$ cat src/rtl/i2c_req_arbiter_if.sv
// i2c_req_arbiter_if: requester-side and I2C-master-side signals of the request arbiter.
interface i2c_req_arbiter_if #(parameter int NUM_REQ = 4);
   logic [NUM_REQ-1:0]   req_valid;
   logic [7*NUM_REQ-1:0] req_addr;
   logic [NUM_REQ-1:0]   req_rw;
   logic [8*NUM_REQ-1:0] req_wdata;
   logic [NUM_REQ-1:0]   req_grant;
   logic [NUM_REQ-1:0]   rsp_valid;
   logic [7:0]           rsp_rdata;
   logic                 rsp_nack;
   logic                 rsp_timeout;
   logic                 m_start;
   logic [6:0]           m_addr;
   logic                 m_rw;
   logic [7:0]           m_wdata;
   logic                 m_ready;
   logic                 m_done;
   logic                 m_nack;
   logic [7:0]           m_rdata;
   logic                 m_abort;
   modport slave (
      input  req_valid, req_addr, req_rw, req_wdata, m_ready, m_done, m_nack, m_rdata,
      output req_grant, rsp_valid, rsp_rdata, rsp_nack, rsp_timeout, m_start, m_addr, m_rw,
             m_wdata, m_abort
   );
   modport master (
      output req_valid, req_addr, req_rw, req_wdata, m_ready, m_done, m_nack, m_rdata,
      input  req_grant, rsp_valid, rsp_rdata, rsp_nack, rsp_timeout, m_start, m_addr, m_rw,
             m_wdata, m_abort
   );
endinterface

$ cat src/rtl/i2c_req_arbiter.sv
// i2c_req_arbiter: round-robin sharing of one I2C master engine between NUM_REQ requesters,
// with command latching, start/ready handshake, completion watchdog and enforced bus free time.
module i2c_req_arbiter #(
   parameter int NUM_REQ    = 4,
   parameter int TIMEOUT    = 4096,
   parameter int GAP_CYCLES = 5
) (
   input logic              clk,
   input logic              n_rst,
   i2c_req_arbiter_if.slave bus_io
);
   localparam int PW = $clog2(NUM_REQ);
   localparam int WW = TIMEOUT > 0 ? $clog2(TIMEOUT + 1) : 1;
   localparam int GW = GAP_CYCLES > 0 ? $clog2(GAP_CYCLES + 1) : 1;

   typedef enum logic [2:0] {IDLE, ISSUE, WAIT, RESP, GAP} state_t;

   state_t             state_q, state_d;
   logic [PW-1:0]      rr_q, rr_d, win_q, win_d, pick;
   logic [NUM_REQ-1:0] grant_q, grant_d, rsp_valid_q, rsp_valid_d;
   logic [6:0]         addr_q, addr_d;
   logic               rw_q, rw_d;
   logic [7:0]         wdata_q, wdata_d, rdata_q, rdata_d;
   logic               start_q, start_d, nack_q, nack_d, tmo_q, tmo_d, abort_q, abort_d;
   logic [WW-1:0]      wd_q, wd_d;
   logic [GW-1:0]      gap_q, gap_d;

   // Search downward from the farthest candidate so the nearest one after rr_q wins.
   always_comb begin
      pick = rr_q;
      for (int k = NUM_REQ; k >= 1; k--)
         if (bus_io.req_valid[(int'(rr_q) + k) % NUM_REQ]) pick = PW'((int'(rr_q) + k) % NUM_REQ);
   end

   always_comb begin
      state_d     = state_q;
      rr_d        = rr_q;
      win_d       = win_q;
      grant_d     = '0;
      rsp_valid_d = '0;
      addr_d      = addr_q;
      rw_d        = rw_q;
      wdata_d     = wdata_q;
      rdata_d     = rdata_q;
      start_d     = start_q;
      nack_d      = nack_q;
      tmo_d       = tmo_q;
      abort_d     = 1'b0;
      wd_d        = wd_q;
      gap_d       = gap_q;
      case (state_q)
         IDLE: if (|bus_io.req_valid) begin
            win_d   = pick;
            rr_d    = pick;
            addr_d  = bus_io.req_addr[int'(pick)*7 +: 7];
            rw_d    = bus_io.req_rw[pick];
            wdata_d = bus_io.req_wdata[int'(pick)*8 +: 8];
            grant_d = NUM_REQ'(1) << pick;
            start_d = 1'b1;
            state_d = ISSUE;
         end
         ISSUE: if (bus_io.m_ready) begin
            start_d = 1'b0;
            wd_d    = '0;
            state_d = WAIT;
         end
         WAIT: begin
            wd_d = wd_q + WW'(1);
            if (bus_io.m_done) begin
               rdata_d     = bus_io.m_rdata;
               nack_d      = bus_io.m_nack;
               tmo_d       = 1'b0;
               rsp_valid_d = NUM_REQ'(1) << win_q;
               state_d     = RESP;
            end else if (TIMEOUT != 0 && wd_q == WW'(TIMEOUT - 1)) begin
               rdata_d     = '0;
               nack_d      = 1'b0;
               tmo_d       = 1'b1;
               abort_d     = 1'b1;
               rsp_valid_d = NUM_REQ'(1) << win_q;
               state_d     = RESP;
            end
         end
         RESP: begin
            gap_d   = '0;
            state_d = GAP_CYCLES == 0 ? IDLE : GAP;
         end
         GAP: begin
            gap_d = gap_q + GW'(1);
            if (gap_q == GW'(GAP_CYCLES - 1)) state_d = IDLE;
         end
         default: state_d = IDLE;
      endcase
   end

   always_ff @(posedge clk or negedge n_rst) begin
      if (!n_rst) begin
         state_q     <= IDLE;
         rr_q        <= PW'(NUM_REQ - 1);
         win_q       <= '0;
         grant_q     <= '0;
         rsp_valid_q <= '0;
         addr_q      <= '0;
         rw_q        <= 1'b0;
         wdata_q     <= '0;
         rdata_q     <= '0;
         start_q     <= 1'b0;
         nack_q      <= 1'b0;
         tmo_q       <= 1'b0;
         abort_q     <= 1'b0;
         wd_q        <= '0;
         gap_q       <= '0;
      end else begin
         state_q     <= state_d;
         rr_q        <= rr_d;
         win_q       <= win_d;
         grant_q     <= grant_d;
         rsp_valid_q <= rsp_valid_d;
         addr_q      <= addr_d;
         rw_q        <= rw_d;
         wdata_q     <= wdata_d;
         rdata_q     <= rdata_d;
         start_q     <= start_d;
         nack_q      <= nack_d;
         tmo_q       <= tmo_d;
         abort_q     <= abort_d;
         wd_q        <= wd_d;
         gap_q       <= gap_d;
      end
   end

   assign bus_io.req_grant   = grant_q;
   assign bus_io.rsp_valid   = rsp_valid_q;
   assign bus_io.rsp_rdata   = rdata_q;
   assign bus_io.rsp_nack    = nack_q;
   assign bus_io.rsp_timeout = tmo_q;
   assign bus_io.m_start     = start_q;
   assign bus_io.m_addr      = addr_q;
   assign bus_io.m_rw        = rw_q;
   assign bus_io.m_wdata     = wdata_q;
   assign bus_io.m_abort     = abort_q;
endmodule

$ cat src/flat_wrapper.sv
// flat-port wrapper written by rule: the top's interface ports become plain ports
module i2c_req_arbiter_flat 
#(
   parameter int NUM_REQ    = 4,
   parameter int TIMEOUT    = 4096,
   parameter int GAP_CYCLES = 5
)
  (clk, n_rst, bus_io_req_valid, bus_io_req_addr, bus_io_req_rw, bus_io_req_wdata, bus_io_m_ready, bus_io_m_done, bus_io_m_nack, bus_io_m_rdata, bus_io_req_grant, bus_io_rsp_valid, bus_io_rsp_rdata, bus_io_rsp_nack, bus_io_rsp_timeout, bus_io_m_start, bus_io_m_addr, bus_io_m_rw, bus_io_m_wdata, bus_io_m_abort);
  i2c_req_arbiter_if #(.NUM_REQ(NUM_REQ)) bus_io_i ();
  input logic clk;
  input logic n_rst;
  input wire logic [$bits(bus_io_i.req_valid)-1:0] bus_io_req_valid;
  input wire logic [$bits(bus_io_i.req_addr)-1:0] bus_io_req_addr;
  input wire logic [$bits(bus_io_i.req_rw)-1:0] bus_io_req_rw;
  input wire logic [$bits(bus_io_i.req_wdata)-1:0] bus_io_req_wdata;
  input wire logic [$bits(bus_io_i.m_ready)-1:0] bus_io_m_ready;
  input wire logic [$bits(bus_io_i.m_done)-1:0] bus_io_m_done;
  input wire logic [$bits(bus_io_i.m_nack)-1:0] bus_io_m_nack;
  input wire logic [$bits(bus_io_i.m_rdata)-1:0] bus_io_m_rdata;
  output wire logic [$bits(bus_io_i.req_grant)-1:0] bus_io_req_grant;
  output wire logic [$bits(bus_io_i.rsp_valid)-1:0] bus_io_rsp_valid;
  output wire logic [$bits(bus_io_i.rsp_rdata)-1:0] bus_io_rsp_rdata;
  output wire logic [$bits(bus_io_i.rsp_nack)-1:0] bus_io_rsp_nack;
  output wire logic [$bits(bus_io_i.rsp_timeout)-1:0] bus_io_rsp_timeout;
  output wire logic [$bits(bus_io_i.m_start)-1:0] bus_io_m_start;
  output wire logic [$bits(bus_io_i.m_addr)-1:0] bus_io_m_addr;
  output wire logic [$bits(bus_io_i.m_rw)-1:0] bus_io_m_rw;
  output wire logic [$bits(bus_io_i.m_wdata)-1:0] bus_io_m_wdata;
  output wire logic [$bits(bus_io_i.m_abort)-1:0] bus_io_m_abort;
  assign bus_io_i.req_valid = bus_io_req_valid;
  assign bus_io_i.req_addr = bus_io_req_addr;
  assign bus_io_i.req_rw = bus_io_req_rw;
  assign bus_io_i.req_wdata = bus_io_req_wdata;
  assign bus_io_i.m_ready = bus_io_m_ready;
  assign bus_io_i.m_done = bus_io_m_done;
  assign bus_io_i.m_nack = bus_io_m_nack;
  assign bus_io_i.m_rdata = bus_io_m_rdata;
  assign bus_io_req_grant = bus_io_i.req_grant;
  assign bus_io_rsp_valid = bus_io_i.rsp_valid;
  assign bus_io_rsp_rdata = bus_io_i.rsp_rdata;
  assign bus_io_rsp_nack = bus_io_i.rsp_nack;
  assign bus_io_rsp_timeout = bus_io_i.rsp_timeout;
  assign bus_io_m_start = bus_io_i.m_start;
  assign bus_io_m_addr = bus_io_i.m_addr;
  assign bus_io_m_rw = bus_io_i.m_rw;
  assign bus_io_m_wdata = bus_io_i.m_wdata;
  assign bus_io_m_abort = bus_io_i.m_abort;
  i2c_req_arbiter #(.NUM_REQ(NUM_REQ), .TIMEOUT(TIMEOUT), .GAP_CYCLES(GAP_CYCLES)) u_core (.clk(clk), .n_rst(n_rst), .bus_io(bus_io_i));
endmodule
$ cat config.mk
export PLATFORM = sky130hd
export DESIGN_NAME = i2c_req_arbiter_flat
export DESIGN_NICKNAME = d
export VERILOG_FILES = /design/src/rtl/i2c_req_arbiter_if.sv /design/src/rtl/i2c_req_arbiter.sv /design/src/flat_wrapper.sv
export SDC_FILE = /design/constraint.sdc
export NUM_CORES = 1
export LEC_CHECK = 0
export CAP_MARGIN = 10
export CORE_MARGIN = 4
export CORE_UTILIZATION = 55
export DETAILED_ROUTE_END_ITERATION = 7
export DONT_BUFFER_PORTS = 1
export GPL_ROUTABILITY_DRIVEN = 0
export PLACE_DENSITY = 0.7
export SYNTH_ARGS = -nofsm -noshare
export SYNTH_HDL_FRONTEND = slang
export SYNTH_SLANG_ARGS = --single-unit
$ cat constraint.sdc
create_clock -name clk -period 2.05 [get_ports clk]
set_input_delay 0.41 -clock clk [delete_from_list [all_inputs] [get_ports clk]]
set_output_delay 0.41 -clock clk [all_outputs]
set_load 0.01 [all_outputs]
Yosys cells after proc, flatten, opt, wreduce, memory -nomap -nowiden
Cells that the tools add are included.

cells by class
  add/subtract/negate cells = 6
  multipliers = 1
  div/mod/pow operators = 0
  order comparisons = 5
  eq/ne operators = 10
  shifts and indexed selects = 4
  multiplexer cells = 44
  bitwise logic cells = 4
  reductions and logical operators = 15

operators by type and width
  kind                     count
  $shiftx A28 B32 Y7       1
  $shiftx A32 B6 Y8        1
  $pmux W13 S2             1
  $mux W4                  5
  $mux W1                  18
  $lt A3 B4 Y1 const B     4
  $mux W8                  2
  $mux W3                  5
  $pmux W3 S5              1
  $add A13 B1 Y13 const B  1
  $eq A13 B12 Y1 const B   1
  $mux W13                 1
  $bmux W1 S2              5
  $mux W2                  4
  $reduce_bool A2 Y1       4
  $reduce_or A2 Y1         4
  $shl A1 B2 Y4 const A    2
  $eq A3 B2 Y1 const B     2
  $eq A3 B3 Y1 const B     2
  $pmux W3 S2              1
  $reduce_and A2 Y1        3
  $mul A2 B3 Y5 const B    1
  $add A2 B1 Y2 const B    2
  $add A2 B2 Y2 const B    2
  other kinds (12)         16

word-level totals
  flip-flop bits (word level) = 59
  latch bits = 0
  bits in writable memories = 0
  memory bits (read-only) = 0
  output and inout bits = 36
  word-level logic and storage cells = 104
  memories kept = 0

Logic depth before layout (Yosys ltp)
  word-level depth = 13
  depth in mapped cells = 7

Worst setup path before layout
OpenSTA, ideal clock, no wires.

  path type = reg2reg
  start point = register u_core.rr_q[1]
  end point = register u_core.addr_q[0], in the netlist u_core.bus_io.m_addr[0]
  data arrival time = 1.618 ns
  data required time = 1.922 ns
  slack = 0.305 ns
  stages on the path, launching flop included = 8
  cells stage by stage = dfstp_2 -> buf_6 -> a21oi_1 -> a31o_1 -> o32ai_2 -> buf_2 -> a211o_1 -> o211ai_2

on the way
  cells in the longest elaborated chain, start to end = 10

ends and longest elaborated chain
  item                                         line                    RTL
  from (decl)                                  i2c_req_arbiter.sv:19   logic [PW-1:0] rr_q, rr_d, win_q, win_d, pick;
  from (signal assigned)                       i2c_req_arbiter.sv:99   rr_q <= PW'(NUM_REQ - 1);
  from (signal assigned)                       i2c_req_arbiter.sv:115  rr_q <= rr_d;
  $add A2 B1 Y2                                i2c_req_arbiter.sv:32   if (bus_io.req_valid[(int'(rr_q) + k) % NUM_REQ]) pick = PW'((int'(rr_q) + k) % NUM_REQ);
  $bmux W1 S2                                  i2c_req_arbiter.sv:32
  $mux W1 (not written as such) (2 in series)  i2c_req_arbiter.sv:32
  $mux W2 (3 in series)                        i2c_req_arbiter.sv:32
  $mux W2 (*)                                  i2c_req_arbiter.sv:32
  $mul A2 B3 Y5 (*)                            i2c_req_arbiter.sv:55   addr_d = bus_io.req_addr[int'(pick)*7 +: 7];
  $shiftx A28 B32 Y7 (*)                       i2c_req_arbiter.sv:55
  to (signal assigned)                         i2c_req_arbiter.sv:119  addr_q <= addr_d;
  to (decl)                                    i2c_req_arbiter.sv:21   logic [6:0] addr_q, addr_d;

Every way passes the cells marked *; elsewhere a longest branch is shown, timed or not. The select of a mux whose other input is x is not followed.
A chain may end at the register's enable or synchronous reset.

Final worst setup path
  start point = register u_core.rr_q[1]
  end point = register u_core.wdata_q[7], in the netlist u_core.bus_io.m_wdata[7]

on the way
  cells in the longest elaborated chain, start to end = 9

ends and longest elaborated chain
  item                                         line                    RTL
  $add A2 B1 Y2                                i2c_req_arbiter.sv:32
  $bmux W1 S2                                  i2c_req_arbiter.sv:32
  $mux W1 (not written as such) (2 in series)  i2c_req_arbiter.sv:32
  $mux W2 (3 in series)                        i2c_req_arbiter.sv:32
  $mux W2 (*)                                  i2c_req_arbiter.sv:32
  $shiftx A32 B6 Y8 (*)                        i2c_req_arbiter.sv:57   wdata_d = bus_io.req_wdata[int'(pick)*8 +: 8];
  to (signal assigned)                         i2c_req_arbiter.sv:121  wdata_q <= wdata_d;
  to (decl)                                    i2c_req_arbiter.sv:23   logic [7:0] wdata_q, wdata_d, rdata_q, rdata_d;

Marks and branches as above.

==> out/results.ini <==
[floorplanning]
coreArea_mm2 = 0.005608
io_pins = 117
die_area_mm2 = 0.007217
fp.dieW_um = 84.95
start_util_pct = 58.08
die_h_um = 84.95
fp-row-count = 27

[sta]
min_period_ps = 1866
setup_viol = 0
setup_ws_ps = 183.6
period_share_pct = 91.04
rsz0062_at_grt = no
worst_pin_slew_ps = 557.5
setup_tns_ps = 0
relSlewSlack_pct = 62.52
clock.fmax_mhz = 535.8
hold_viol = 0
clock-skew-final_ps = 12.76
drv_slew = 0

[critical_path]
critical_path_class = reg -> reg
path_max_fanout = 10
slowest_stage = dfstp_2
cp-start-kind = flip-flop
arrival_ps = 2120
crit_chain = nand2_1, a21oi_4, buf_4, o31ai_1, a211o_1, o211ai_2
cp.required_ps = 2300
path_delay_family = compound AO/OA/AOI/OAI gates
end_kind = flip-flop
slowest_delay_ps = 650
worst-path-buf-inv = 1
reg2reg_setup_slack_ps = 180

[logic_synthesis]
synthesis.area_mm2 = 0.003257
synth-edff-count = 0
synthTopCellsByArea = dfrtp_1 44%, mux2i_1 4.9%, o31ai_1 4.4%
synth_cell_types = 54
synthFlopType = dfrtp_1
yosysTopAreaCellShare_pct = 43.80
syn_inst = 312
seq_area_frac_synth_pct = 45.41
synthArstFlopShare_pct = 100.0
synth_top_area_cell = dfrtp_1
synth_fp_nets = 396
ys_ff_latch = 59
syn_area_per_cell_um2 = 10.44
synth_warnings = 0

[layout]
drive_above_1_share_pct = 17.30
fin_nets = 397
fillCellCount = 483
areaGrowthSynthToFinish_pct = 9.643
antennaDiodeCount = 0

[global_route]
grt_pass1_wl_mm = 12.60
track_usage_pct = 21.40
grt_overflow_total = 0
grt_pass1_vias = 2562
antenna_found_initial = 0
grt_max_degree = 60

[route]
dr_wl_met3_um = 713
firstDrtPassIters = 4
top_layer = met4
final_antenna_net_count = 0
routed-via-count = 2555
vias_per_cell = 6.551
drt-met1-wl_mm = 3.118
initialDrtViolationCount = 105
drc = 0
wl_per_cell_um = 19.24
routed_wl_mm = 7.505
route.met2.wl_mm = 3.566

[power_and_ir_drop]
p_leak_nw = 1.564
powerDensity_mw_per_mm2 = 1534
worst_ir_drop_vdd_mv = 0.7621

[hold_path]
hp-class = in -> reg

[place]
hpwl_mm = 5.302
place_ws_ps = 155.4
port_buffers = 0

[clocking]
clk_root_buffer_cell = clkbuf_8
clock_path_buffers = 2
cts_tree = yes
post-cts-setup-buffers = 0
clkLatencyLatePin_ps = 320
htreeDepth = 3
clk_pin_slew_ps = 70
clock-sinks = 59
numCtsBuffers = 9

[outcome]
status = finished, final reports clean

[job]
drv_cap = 0

## power breakdown
group / internal [W] / switching (W)
registers: 0.00160 / 0.000504
logic: 0.000963 / 0.00121
clock network: 0.000750 / 0.000449
## worst register-to-register path, cell delays in order (launching register included)
cell and delay [ps]:
dfstp_2 650, nand2_1 140, a21oi_4 300, buf_4 240, o31ai_1 80, a211o_1 330
o211ai_2 70
## layout make-up
| type | count | area [µm²] | share of cell area (%) |
|---|---|---|---|
| flip-flops and latches | 59 | 1479 | 41.42 |
| multi-input cells | 223 | 1607 | 44.99 |
| clock buffers | 12 | 155.1 | 4.345 |
| clock inverters | 4 | 72.57 | 2.032 |
| inverters | 8 | 30.03 | 0.8409 |
| repair buffers | 12 | 137.6 | 3.854 |
| well taps | 72 | 90.09 | 2.523 |
## repair_timing
item,CTS,global route
hold endpoints to repair,59,0
resized for setup,0,0
hold buffers,2,0
## worst paths after layout
path | cells after the start | from | end
max | 6 | u_core.rr_q[1]$_DFFE_PN1P_ | u_core.bus_io.m_wdata[7]$_DFFE_PN0P_
min | 1 | bus_io_m_done | u_core.bus_io.m_abort$_DFF_PN0_
max reg2reg | 6 | u_core.rr_q[1]$_DFFE_PN1P_ | u_core.bus_io.m_wdata[7]$_DFFE_PN0P_
min reg2reg | 1 | u_core.win_q[1]$_DFFE_PN0P_ | u_core.bus_io.rsp_valid[0]$_DFF_PN0_
max in group asynchronous | 2 | n_rst | u_core.rr_q[1]$_DFFE_PN1P_
min in group asynchronous | 2 | n_rst | u_core.bus_io.rsp_rdata[7]$_DFFE_PN0P_
## cell usage in the layout (no fill, tap or decap), drive strengths merged, types with 2 or more instances in the layout
| master | instances |
|---|---|
| dfstp | 2 |
| nor2 | 18 |
| nand2b | 6 |
| nand3 | 7 |
| a22o | 11 |
| or3b | 2 |
| nor2b | 3 |
| a21oi | 8 |
| nand4 | 19 |
| nand2 | 32 |
| a31oi | 3 |
| nor3 | 8 |
| buf | 11 |
| mux2i | 16 |
| nor3b | 2 |
| inv | 8 |
| nor4 | 3 |
| o211ai | 20 |
| ha | 3 |
| bufinv | 2 |
| a21o | 3 |
| a211o | 16 |
| o21ai | 9 |
| dfrtp | 57 |
| o31ai | 19 |
| clkbuf | 12 |
| a21boi | 2 |
## stage by stage
stage | util, % | instance area, µm² | std cells | power (W) | hold WS (ps)
after global routing | 63.68 | 3571 | 390 | 0.005865 | 159.5
after detailed placement | 58.95 | 3306 | 372 | 0.004274 | 116.2
after global placement | 58.95 | 3306 | 372 | 0.004199 | 116.0
after CTS | 63.68 | 3571 | 390 | 0.005513 | 158.2
final | 63.68 | 3571 | 390 | 0.005479 | 171.6
after floorplan | - | 3257 | 312 | 0.003840 | 114.4
## synthesized netlist by cell type, drive strengths merged, types with 6 or more instances
master	number
a211o	16
a21oi	8
a22o	11
buf	20
dfrtp	57
inv	8
mux2i	16
nand2	32
nand2b	6
nand3	7
nand4	19
nor2	18
nor3	8
o211ai	20
o21ai	9
o31ai	19
## sequential cells by signal (all words and copies together), names as in the netlist, 3 cells and up
name	cells
u_core.bus_io.m_addr	7
u_core.state_q	3
u_core.bus_io.req_grant	4
u_core.gap_q	3
u_core.bus_io.rsp_valid	4
u_core.bus_io.m_wdata	8
u_core.bus_io.rsp_rdata	8
u_core.wd_q	13
## kinds of logic after synthesis
kind of cell / count (synthesis) / synth area share (%)
adder cells (fa/ha/maj): 3 / 1.153
buffers and inverters: 30 / 5.263
flip-flops: 59 / 45.41
AO/OA/AOI/OAI: 99 / 25.20
multiplexers: 17 / 5.263
AND/OR/NAND/NOR: 104 / 17.71
## per-layer routing
layer | vias up | track usage [%]
li1 | 1199 | -
met1 | 1233 | 28.71
met2 | 112 | 32.56
met3 | 11 | 7.282
met4 | 0 | 7.050
met5 | - | 0
(Power assumes the default switching activity.)
